$ cat config.mk
export PLATFORM = sky130hd
export DESIGN_NAME = div_sequencer
export DESIGN_NICKNAME = d
export VERILOG_FILES = /design/src/rtl/div_seq_pkg.sv /design/src/rtl/div_sign_fix.sv /design/src/rtl/div_sequencer.sv
export SDC_FILE = /design/constraint.sdc
export NUM_CORES = 1
export LEC_CHECK = 0
export CAP_MARGIN = 20
export CORE_MARGIN = 2
export CORE_UTILIZATION = 40
export DETAILED_ROUTE_END_ITERATION = 12
export PLACE_DENSITY_LB_ADDON = 0.25
export SLEW_MARGIN = 20
export SYNTH_ARGS = -nofsm -noshare
export SYNTH_HDL_FRONTEND = slang
export SYNTH_SLANG_ARGS = --single-unit
$ cat constraint.sdc
create_clock -name clock -period 3.1 [get_ports clock]
set_clock_uncertainty 0.2 [all_clocks]
set_input_delay 0.93 -clock clock [delete_from_list [all_inputs] [get_ports clock]]
set_output_delay 0.93 -clock clock [all_outputs]
set_load 0.02 [all_outputs]
$ cat src/rtl/div_seq_pkg.sv
// Shared types and constants for the multicycle divider control stage.
package div_seq_pkg;

    localparam int DIV_W              = 32;
    localparam int CNT_W              = 4;
    localparam int SETTLE_CYCLES_DFLT = 4;
    // Lane 0 carries dividend/quotient, lane 1 carries divisor/remainder.
    localparam int NUM_LANES          = 2;

    localparam logic [DIV_W-1:0] ZERO_QUOT = 32'hFFFF_FFFF;

    typedef enum logic [1:0] {
        ST_IDLE,
        ST_WAIT,
        ST_FIX,
        ST_DONE
    } state_e;

endpackage

$ cat src/rtl/div_sign_fix.sv
// Per-lane sign handling: operand magnitude on the way in, result negation on the way out.
module div_sign_fix
    import div_seq_pkg::*;
(
    input  logic [DIV_W-1:0] opnd,
    input  logic             is_signed,
    output logic [DIV_W-1:0] mag,
    output logic             opnd_neg,
    input  logic [DIV_W-1:0] res,
    input  logic             res_neg,
    output logic [DIV_W-1:0] res_fix
);

    always_comb begin
        opnd_neg = is_signed & opnd[DIV_W-1];
        // -0x8000_0000 wraps to itself, which is the correct unsigned magnitude.
        mag      = opnd_neg ? -opnd : opnd;
        res_fix  = res_neg ? -res : res;
    end

endmodule

$ cat src/rtl/div_sequencer.sv
// Holds operands stable on an external combinational divider for SETTLE_CYCLES,
// captures {rem, quot}, applies sign correction and hands off over valid/ready.
module div_sequencer
    import div_seq_pkg::*;
#(
    parameter int SETTLE_CYCLES = SETTLE_CYCLES_DFLT
) (
    input  logic               clock,
    input  logic               clear,
    input  logic               start,
    input  logic               is_signed,
    input  logic [DIV_W-1:0]   a,
    input  logic [DIV_W-1:0]   b,
    output logic               in_ready,
    output logic [DIV_W-1:0]   div_a,
    output logic [DIV_W-1:0]   div_b,
    input  logic [2*DIV_W-1:0] div_result,
    output logic [DIV_W-1:0]   hi,
    output logic [DIV_W-1:0]   lo,
    output logic               div_by_zero,
    output logic               out_valid,
    input  logic               out_ready
);

    localparam logic [CNT_W-1:0] CNT_LOAD = CNT_W'(SETTLE_CYCLES - 1);

    state_e           state_q, state_d;
    logic [CNT_W-1:0] cnt_q, cnt_d;
    logic             a_neg_q, a_neg_d;
    logic             b_neg_q, b_neg_d;
    logic             zero_q, zero_d;
    logic [DIV_W-1:0] a_raw_q, a_raw_d;
    logic [DIV_W-1:0] div_a_q, div_a_d;
    logic [DIV_W-1:0] div_b_q, div_b_d;
    logic [DIV_W-1:0] raw_quot_q, raw_quot_d;
    logic [DIV_W-1:0] raw_rem_q, raw_rem_d;
    logic [DIV_W-1:0] hi_q, hi_d;
    logic [DIV_W-1:0] lo_q, lo_d;
    logic             dbz_q, dbz_d;
    logic             out_valid_q, out_valid_d;

    logic [NUM_LANES-1:0][DIV_W-1:0] opnd, mag, res, res_fix;
    logic [NUM_LANES-1:0]            opnd_neg, res_neg;

    assign opnd    = {b, a};
    assign res     = {raw_rem_q, raw_quot_q};
    assign res_neg = {a_neg_q, a_neg_q ^ b_neg_q};

    for (genvar l = 0; l < NUM_LANES; l++) begin : g_lane
        div_sign_fix u_fix (
            .opnd     (opnd[l]),
            .is_signed(is_signed),
            .mag      (mag[l]),
            .opnd_neg (opnd_neg[l]),
            .res      (res[l]),
            .res_neg  (res_neg[l]),
            .res_fix  (res_fix[l])
        );
    end

    always_comb begin
        state_d     = state_q;
        cnt_d       = cnt_q;
        a_neg_d     = a_neg_q;
        b_neg_d     = b_neg_q;
        zero_d      = zero_q;
        a_raw_d     = a_raw_q;
        div_a_d     = div_a_q;
        div_b_d     = div_b_q;
        raw_quot_d  = raw_quot_q;
        raw_rem_d   = raw_rem_q;
        hi_d        = hi_q;
        lo_d        = lo_q;
        dbz_d       = dbz_q;
        out_valid_d = out_valid_q;

        case (state_q)
            ST_IDLE: begin
                if (start) begin
                    a_neg_d = opnd_neg[0];
                    b_neg_d = opnd_neg[1];
                    a_raw_d = a;
                    div_a_d = mag[0];
                    div_b_d = mag[1];
                    zero_d  = (b == '0);
                    if (b == '0) begin
                        state_d = ST_FIX;
                    end else begin
                        cnt_d   = CNT_LOAD;
                        state_d = ST_WAIT;
                    end
                end
            end
            ST_WAIT: begin
                if (cnt_q == '0) begin
                    raw_quot_d = div_result[DIV_W-1:0];
                    raw_rem_d  = div_result[2*DIV_W-1:DIV_W];
                    state_d    = ST_FIX;
                end else begin
                    cnt_d = cnt_q - 1'b1;
                end
            end
            ST_FIX: begin
                if (zero_q) begin
                    lo_d = ZERO_QUOT;
                    hi_d = a_raw_q;
                end else begin
                    lo_d = res_fix[0];
                    hi_d = res_fix[1];
                end
                dbz_d       = zero_q;
                out_valid_d = 1'b1;
                state_d     = ST_DONE;
            end
            ST_DONE: begin
                if (out_ready) begin
                    out_valid_d = 1'b0;
                    state_d     = ST_IDLE;
                end
            end
            default: state_d = ST_IDLE;
        endcase
    end

    always_ff @(posedge clock) begin
        if (clear) begin
            state_q     <= ST_IDLE;
            cnt_q       <= '0;
            a_neg_q     <= 1'b0;
            b_neg_q     <= 1'b0;
            zero_q      <= 1'b0;
            a_raw_q     <= '0;
            div_a_q     <= '0;
            div_b_q     <= '0;
            raw_quot_q  <= '0;
            raw_rem_q   <= '0;
            hi_q        <= '0;
            lo_q        <= '0;
            dbz_q       <= 1'b0;
            out_valid_q <= 1'b0;
        end else begin
            state_q     <= state_d;
            cnt_q       <= cnt_d;
            a_neg_q     <= a_neg_d;
            b_neg_q     <= b_neg_d;
            zero_q      <= zero_d;
            a_raw_q     <= a_raw_d;
            div_a_q     <= div_a_d;
            div_b_q     <= div_b_d;
            raw_quot_q  <= raw_quot_d;
            raw_rem_q   <= raw_rem_d;
            hi_q        <= hi_d;
            lo_q        <= lo_d;
            dbz_q       <= dbz_d;
            out_valid_q <= out_valid_d;
        end
    end

    assign in_ready    = (state_q == ST_IDLE);
    assign div_a       = div_a_q;
    assign div_b       = div_b_q;
    assign hi          = hi_q;
    assign lo          = lo_q;
    assign div_by_zero = dbz_q;
    assign out_valid   = out_valid_q;

endmodule

Word-level counts from Yosys, hierarchy flattened
Cells that the tools add are included.
{"block": "word_totals", "input_bits": 133, "wordCells": 57, "out_inout_bits": 131, "reg_bits": 235}
{"block": "op_classes", "n_bitwise": 3, "n_reduce_logical": 10, "n_mux": 17, "eq_ne": 8, "add_sub_neg": 5}
{"operator": "2-to-1 mux 32 bit", "n": 6}
{"operator": "negation 32 bit", "n": 4}
{"operator": "logical NOT 32 bit", "n": 1}
{"operator": "2-to-1 mux 4 bit", "n": 3}
{"operator": "inequality test 2 bit, second input constant", "n": 5}
{"operator": "2-to-1 mux 2 bit", "n": 4}
{"operator": "one-hot mux 2 bit (4 select lines)", "n": 1}
{"operator": "one-hot mux 4 bit (2 select lines)", "n": 1}
{"operator": "AND reduction 2 bit", "n": 3}
{"operator": "== test 2 bit, second input constant", "n": 2}
{"operator": "logical NOT 4 bit", "n": 1}
{"operator": "AND reduction 4 bit", "n": 1}
{"operator": "nonzero test 2 bit", "n": 2}
{"operator": "subtractor 4 x 1 -> 4 bit, second input constant", "n": 1}
{"operator": "AND reduction 3 bit", "n": 1}
{"operator": "bitwise AND 1 bit", "n": 2}
{"operator": "== test 2 x 1 -> 1 bit, second input constant", "n": 1}
{"operator": "logical NOT 2 bit", "n": 1}
{"operator": "one-hot mux 1 bit (2 select lines)", "n": 1}
{"operator": "2-to-1 mux 1 bit", "n": 1}
{"operator": "XOR 1 bit", "n": 1}

Depth between registers and ports, before layout
{"block": "depth", "depth_word": 4, "mapped_depth": 9, "ltp_nobuf": 8}

By module
From an unflattened synthesis, not the netlist that was laid out.
{"block": "unflattened", "hier_cells": 1429, "hier_area_um2": 11203.2}
{"module": "div_sequencer", "seq_area_each_um2": 4704.5, "cells_per_inst": 1037, "instances": 1, "area_each_um2": 8548.2}
{"module": "div_sign_fix", "seq_area_each_um2": 0.0, "cells_per_inst": 196, "instances": 2, "area_each_um2": 1327.5}

Least setup slack after synthesis
Ideal clock, no wire load.
{"block": "synth_timing", "kind": "input to register", "start": "input port b[7]", "end": "register div_b_q[31] (netlist: div_b[31])", "cell_stages": 6, "slack_ns": -0.201, "path_buffers": 1, "setup_time_ns": 0.088, "t_arrival_ns": 3.013, "t_required_ns": 2.812, "path_cell_list": "or4_4 or4_4 buf_6 or3_4 or3_1 a311oi_2"}
{"block": "synth_between", "elab_chain_len": 2}
{"item": "from (decl)", "line": "div_sequencer.sv:13", "source": "input logic [DIV_W-1:0] b,"}
{"item": "negation 32 bit", "line": "div_sign_fix.sv:17", "source": "mag = opnd_neg ? -opnd : opnd;"}
{"item": "2-to-1 mux 32 bit", "line": "div_sign_fix.sv:17"}
{"item": "to (signal assigned)", "line": "div_sequencer.sv:149", "source": "div_b_q <= div_b_d;"}
{"item": "to (decl)", "line": "div_sequencer.sv:34", "source": "logic [DIV_W-1:0] div_b_q, div_b_d;"}
Every way passes these cells.
A chain may end at the register's enable or synchronous reset.

Worst setup path after layout
{"block": "layout_timing", "start": "input port b[7]", "end": "register div_b_q[25] (netlist: div_b[25])"}
The elaborated chain is that of the path after synthesis.

==> results list <==
- Hold path endpoint: a_raw_q[17]
- The cell family contributing the most delay on the critical path is simple AND/OR/NAND/NOR gates.
- The most numerous cell type found on the critical path is sky130_fd_sc_hd__or4_4.
- Reg2reg path depth: 6
* Clk pin slew, worst setup/hold paths: 0.06 ns
* Launch instance of the worst register-to-register path: raw_quot_q[15]
- Entering global routing, the biggest net connects ~110 pins.
- The critical path goes through clkdlybuf4s50_1, or4_4, or4_4, or3_4, o31ai_4, xor2_1, a211oi_1.
- Total negative slack for setup checks: 0 ns
* Number of clock buffers inserted by TritonCTS: 26
* Largest stage delay on the critical path: 0.45 ns
- GRT Util Overall: 0.2264
* Multi-input gate area: 5843 um2
- Across all register-to-register paths, the minimum setup slack is ~0.18 ns.
- The number of antenna diodes in the final layout is 0.
- Via count of the first global-routing pass: around 10000
* CP bufs+invs: 1
- Sequential cell area in the final layout: about 4700 um2
- Leakage power summed over all cells: 0.005693 uW
- Deepest level of the CTS H-tree: 1
* Drt total wl: 33.67 mm
- TritonCTS clock tree: built
- The worst path needs roughly 3 ns of the cycle, external delays included.
* Global route total overflow: 0
- Predominant post-synthesis flop cell: sky130_fd_sc_hd__dfxtp_1
* Number of storage elements in the synthesis netlist: roughly 230
- Across the VDD grid, the largest voltage drop is approximately 380 uV.
- The initialized floorplan defines 60 standard-cell rows.
- In this run the tool buffered the top-level ports with ~260 buffer cells.
* Placed wire-length estimate after detailed placement: 24.20 mm
- Number of buffers between clock root and the deepest sink: 3
- Dividing the detail-routed wire length by the instance count gives ~17 um.
- The tree is rooted in a sky130_fd_sc_hd__clkbuf_16.
* Max Clk Rate: between 0.3 and 0.4 GHz
* Setup repair after global routing missed its margin: no
- DRC viols: 0
- Mean number of vias per cell: 5.333
- Die Wd: approximately 170 um
- I/O Pins: about 260
* Initial DRC count: about 600
* Slowest CP cell: sky130_fd_sc_hd__or4_4
* Number of synthesized flops with an enable pin: 0
- Final layout net count: 1812
- Hold Path Class: flop to flop
- Hold timing on the final database bottoms out at a slack of ~0.25 ns.
* Power per cell area: between 700 and 800 nW/um2
* Dominant cells by area after synthesis: sky130_fd_sc_hd__dfxtp_1, sky130_fd_sc_hd__nand2_1, sky130_fd_sc_hd__a21oi_1, sky130_fd_sc_hd__xnor2_1, sky130_fd_sc_hd__a211oi_1
- STA classifies the critical path endpoint as a flop.
* Worst Min Path Start: a_raw_q[17]
- Area of the core region: ~27000 um2
- Min-Delay Path Depth: 2
* Wire length of the first global-routing pass: 53.16 mm
* Area enclosed by the die boundary: between 20000 and 30000 um2
- Actual slew at the worst max-slew pin: around 0.69 ns
* Final count of hold timing violations: 0
* Synthesized netlist cell count: 1363
* Area growth from synthesis to final layout: 41.11%
* Initial Util: 0.4071
- After synthesis, the netlist uses 53 different library cells.
- Number of pins exceeding their max-slew limit in the final report: 0
- The filler cells instantiated in the layout total between 2000 and 2500.
* Placed Instances: around 2000
- Relative slew slack: 0.5384
* Critical path data required time: approximately 3.3 ns
- Max-cap violation count: 0
- Async set-reset flop share out of synthesis: 0
* Register area share after synthesis: 0.4281
- Warnings, synthesis: 0
* Category of the critical setup timing path: primary input to flop
* Last weighted congestion value of the routability-driven placer: just under 0.9
- Fin crit share: 0.9680
- The later pin in the worst-skew pair is clocked with a latency of 0.54 ns.
- Crit path arrival time: approximately 3.2 ns
- Area fraction of the dominant cell type after synthesis: 0.4281
- Number of vias in the routed layout: roughly 11000
* Share of post-route cells with drive strength above 1: 0.1039
- The run finished with clean final reports.
- Setup violations remaining at the end of the flow were counted as 0.
* Biggest area consumer among synthesized cells: sky130_fd_sc_hd__dfxtp_1
- Final Non-Filler Cells: between 2000 and 2500
* Clock tree sinks: roughly 230
- Number of antenna violations at the first check in global routing: 0
- Once detail routing completed, the nets flagged for antenna violations numbered 0.
* Post-synthesis instance area: 10940 um2
- Post-Syn Nets: between 1500 and 2000
- The die is approximately 170 um tall.
- STA classifies the critical path startpoint as a primary input.
* Detailed Routing Iterations Pass 1: 5
- Dividing the synthesized area by the synthesized cell count gives 8.028 um2.
* RR Endpoint: lo[31]
- CP max FO: 3
synthesized netlist by cell type, types with 12 or more instances:
cell type                  count
sky130_fd_sc_hd__a211oi_1     68
sky130_fd_sc_hd__a21oi_1     155
sky130_fd_sc_hd__a311oi_1     12
sky130_fd_sc_hd__clkbuf_1     86
sky130_fd_sc_hd__dfxtp_1     234
sky130_fd_sc_hd__inv_1        28
sky130_fd_sc_hd__mux2i_1      12
sky130_fd_sc_hd__nand2_1     243
sky130_fd_sc_hd__nor2_1      132
sky130_fd_sc_hd__nor3_1       18
sky130_fd_sc_hd__nor4_1       15
sky130_fd_sc_hd__o21ai_0      53
sky130_fd_sc_hd__o31ai_1      27
sky130_fd_sc_hd__o41ai_1      17
sky130_fd_sc_hd__or3_1        15
sky130_fd_sc_hd__or4_1        18
sky130_fd_sc_hd__xnor2_1      62
sky130_fd_sc_hd__xor2_1       52
state kept, by name, summed over array words and instances (netlist names), 2 cells and up:
register and count:
a_raw_q 32, cnt_q 4, div_a 31, div_b 32
hi 32, lo 32, raw_quot_q 32, raw_rem_q 32
state_q 2
cells by family (layout without fill, tap and decap cells):
kind of cell    after synthesis  after routing  share of synthesized area
flops                       234            234                     0.4281
xor+xnor                    114            114                    0.09125
fa+ha+maj                    10             10                    0.01144
buf+inv                     128            450                    0.04563
mux                          12             12                    0.01098
simple gates                483            483                     0.1933
compound gates              382            382                     0.2193
routing by layer:
metal / vias to the layer above / GRT usage / part of all wire
li1: 5401 / - / -
met1: 5098 / 0.2855 / 0.43
met2: 253 / 0.3965 / 0.49
met3: 52 / 0.04128 / 0.053
met4: 0 / 0.06243 / 0.025
met5: - / 0 / 0
metrics by stage:
step,worst slack [ns],power [uW],instance area [um2],utilization
after detailed placement,-0.6291,9444,14550,0.5415
after CTS,0.003593,12380,15370,0.5718
after global routing,0.01476,13090,15440,0.5745
final,0.09916,12300,15440,0.5745
after floorplan,-0.08279,7382,10960,-
after global placement,-0.5322,9345,14550,0.5415
tightest hold or removal path, stage by stage, from the launching register on:
cell                      delay (ns)
sky130_fd_sc_hd__dfxtp_1        0.30
sky130_fd_sc_hd__nand2_1        0.05
sky130_fd_sc_hd__a21oi_1        0.05
final cells by class:
class,instances,area share
multi-input combinational,1001,0.3784
timing repair buffer,377,0.2319
sequential,234,0.3034
clock buffer,41,0.04968
inverter,29,0.007050
tap,341,0.02763
clock inverter,3,0.001864
placed cells by master (no fill, tap or decap), types with 26 or more instances in the layout:
cell,n
sky130_fd_sc_hd__buf_4,109
sky130_fd_sc_hd__o21ai_0,52
sky130_fd_sc_hd__a21oi_1,155
sky130_fd_sc_hd__clkdlybuf4s50_1,247
sky130_fd_sc_hd__nor2_1,128
sky130_fd_sc_hd__clkbuf_16,26
sky130_fd_sc_hd__xnor2_1,62
sky130_fd_sc_hd__o31ai_1,26
sky130_fd_sc_hd__a211oi_1,67
sky130_fd_sc_hd__nand2_1,242
sky130_fd_sc_hd__inv_1,28
sky130_fd_sc_hd__dfxtp_1,234
sky130_fd_sc_hd__xor2_1,52
power breakdown:
group	total, uW	switching [uW]	internal, uW
logic	5240	3100	2140
clock network	2900	1220	1680
registers	4150	485	3670
total	12300	4800	7490
worst max-delay path by stage:
stage                       to  cells after the start  slack (ns)   from
CTS                  div_b[27]                      7       0.004   b[7]
floorplan            div_b[31]                      6       -0.08   b[7]
finish               div_b[25]                      7         0.1   b[7]
detailed placement  state_q[1]                      8       -0.63  b[12]
global placement    state_q[1]                      8       -0.53  b[12]
global route         div_b[25]                      7        0.01   b[7]
what timing repair did:
item,CTS,global route
buffers inserted,0,0
pin swaps,1,16
endpoints found under the setup margin,7,16
hold buffers,0,0
resized for setup,3,23
(Power assumes the default switching activity.)
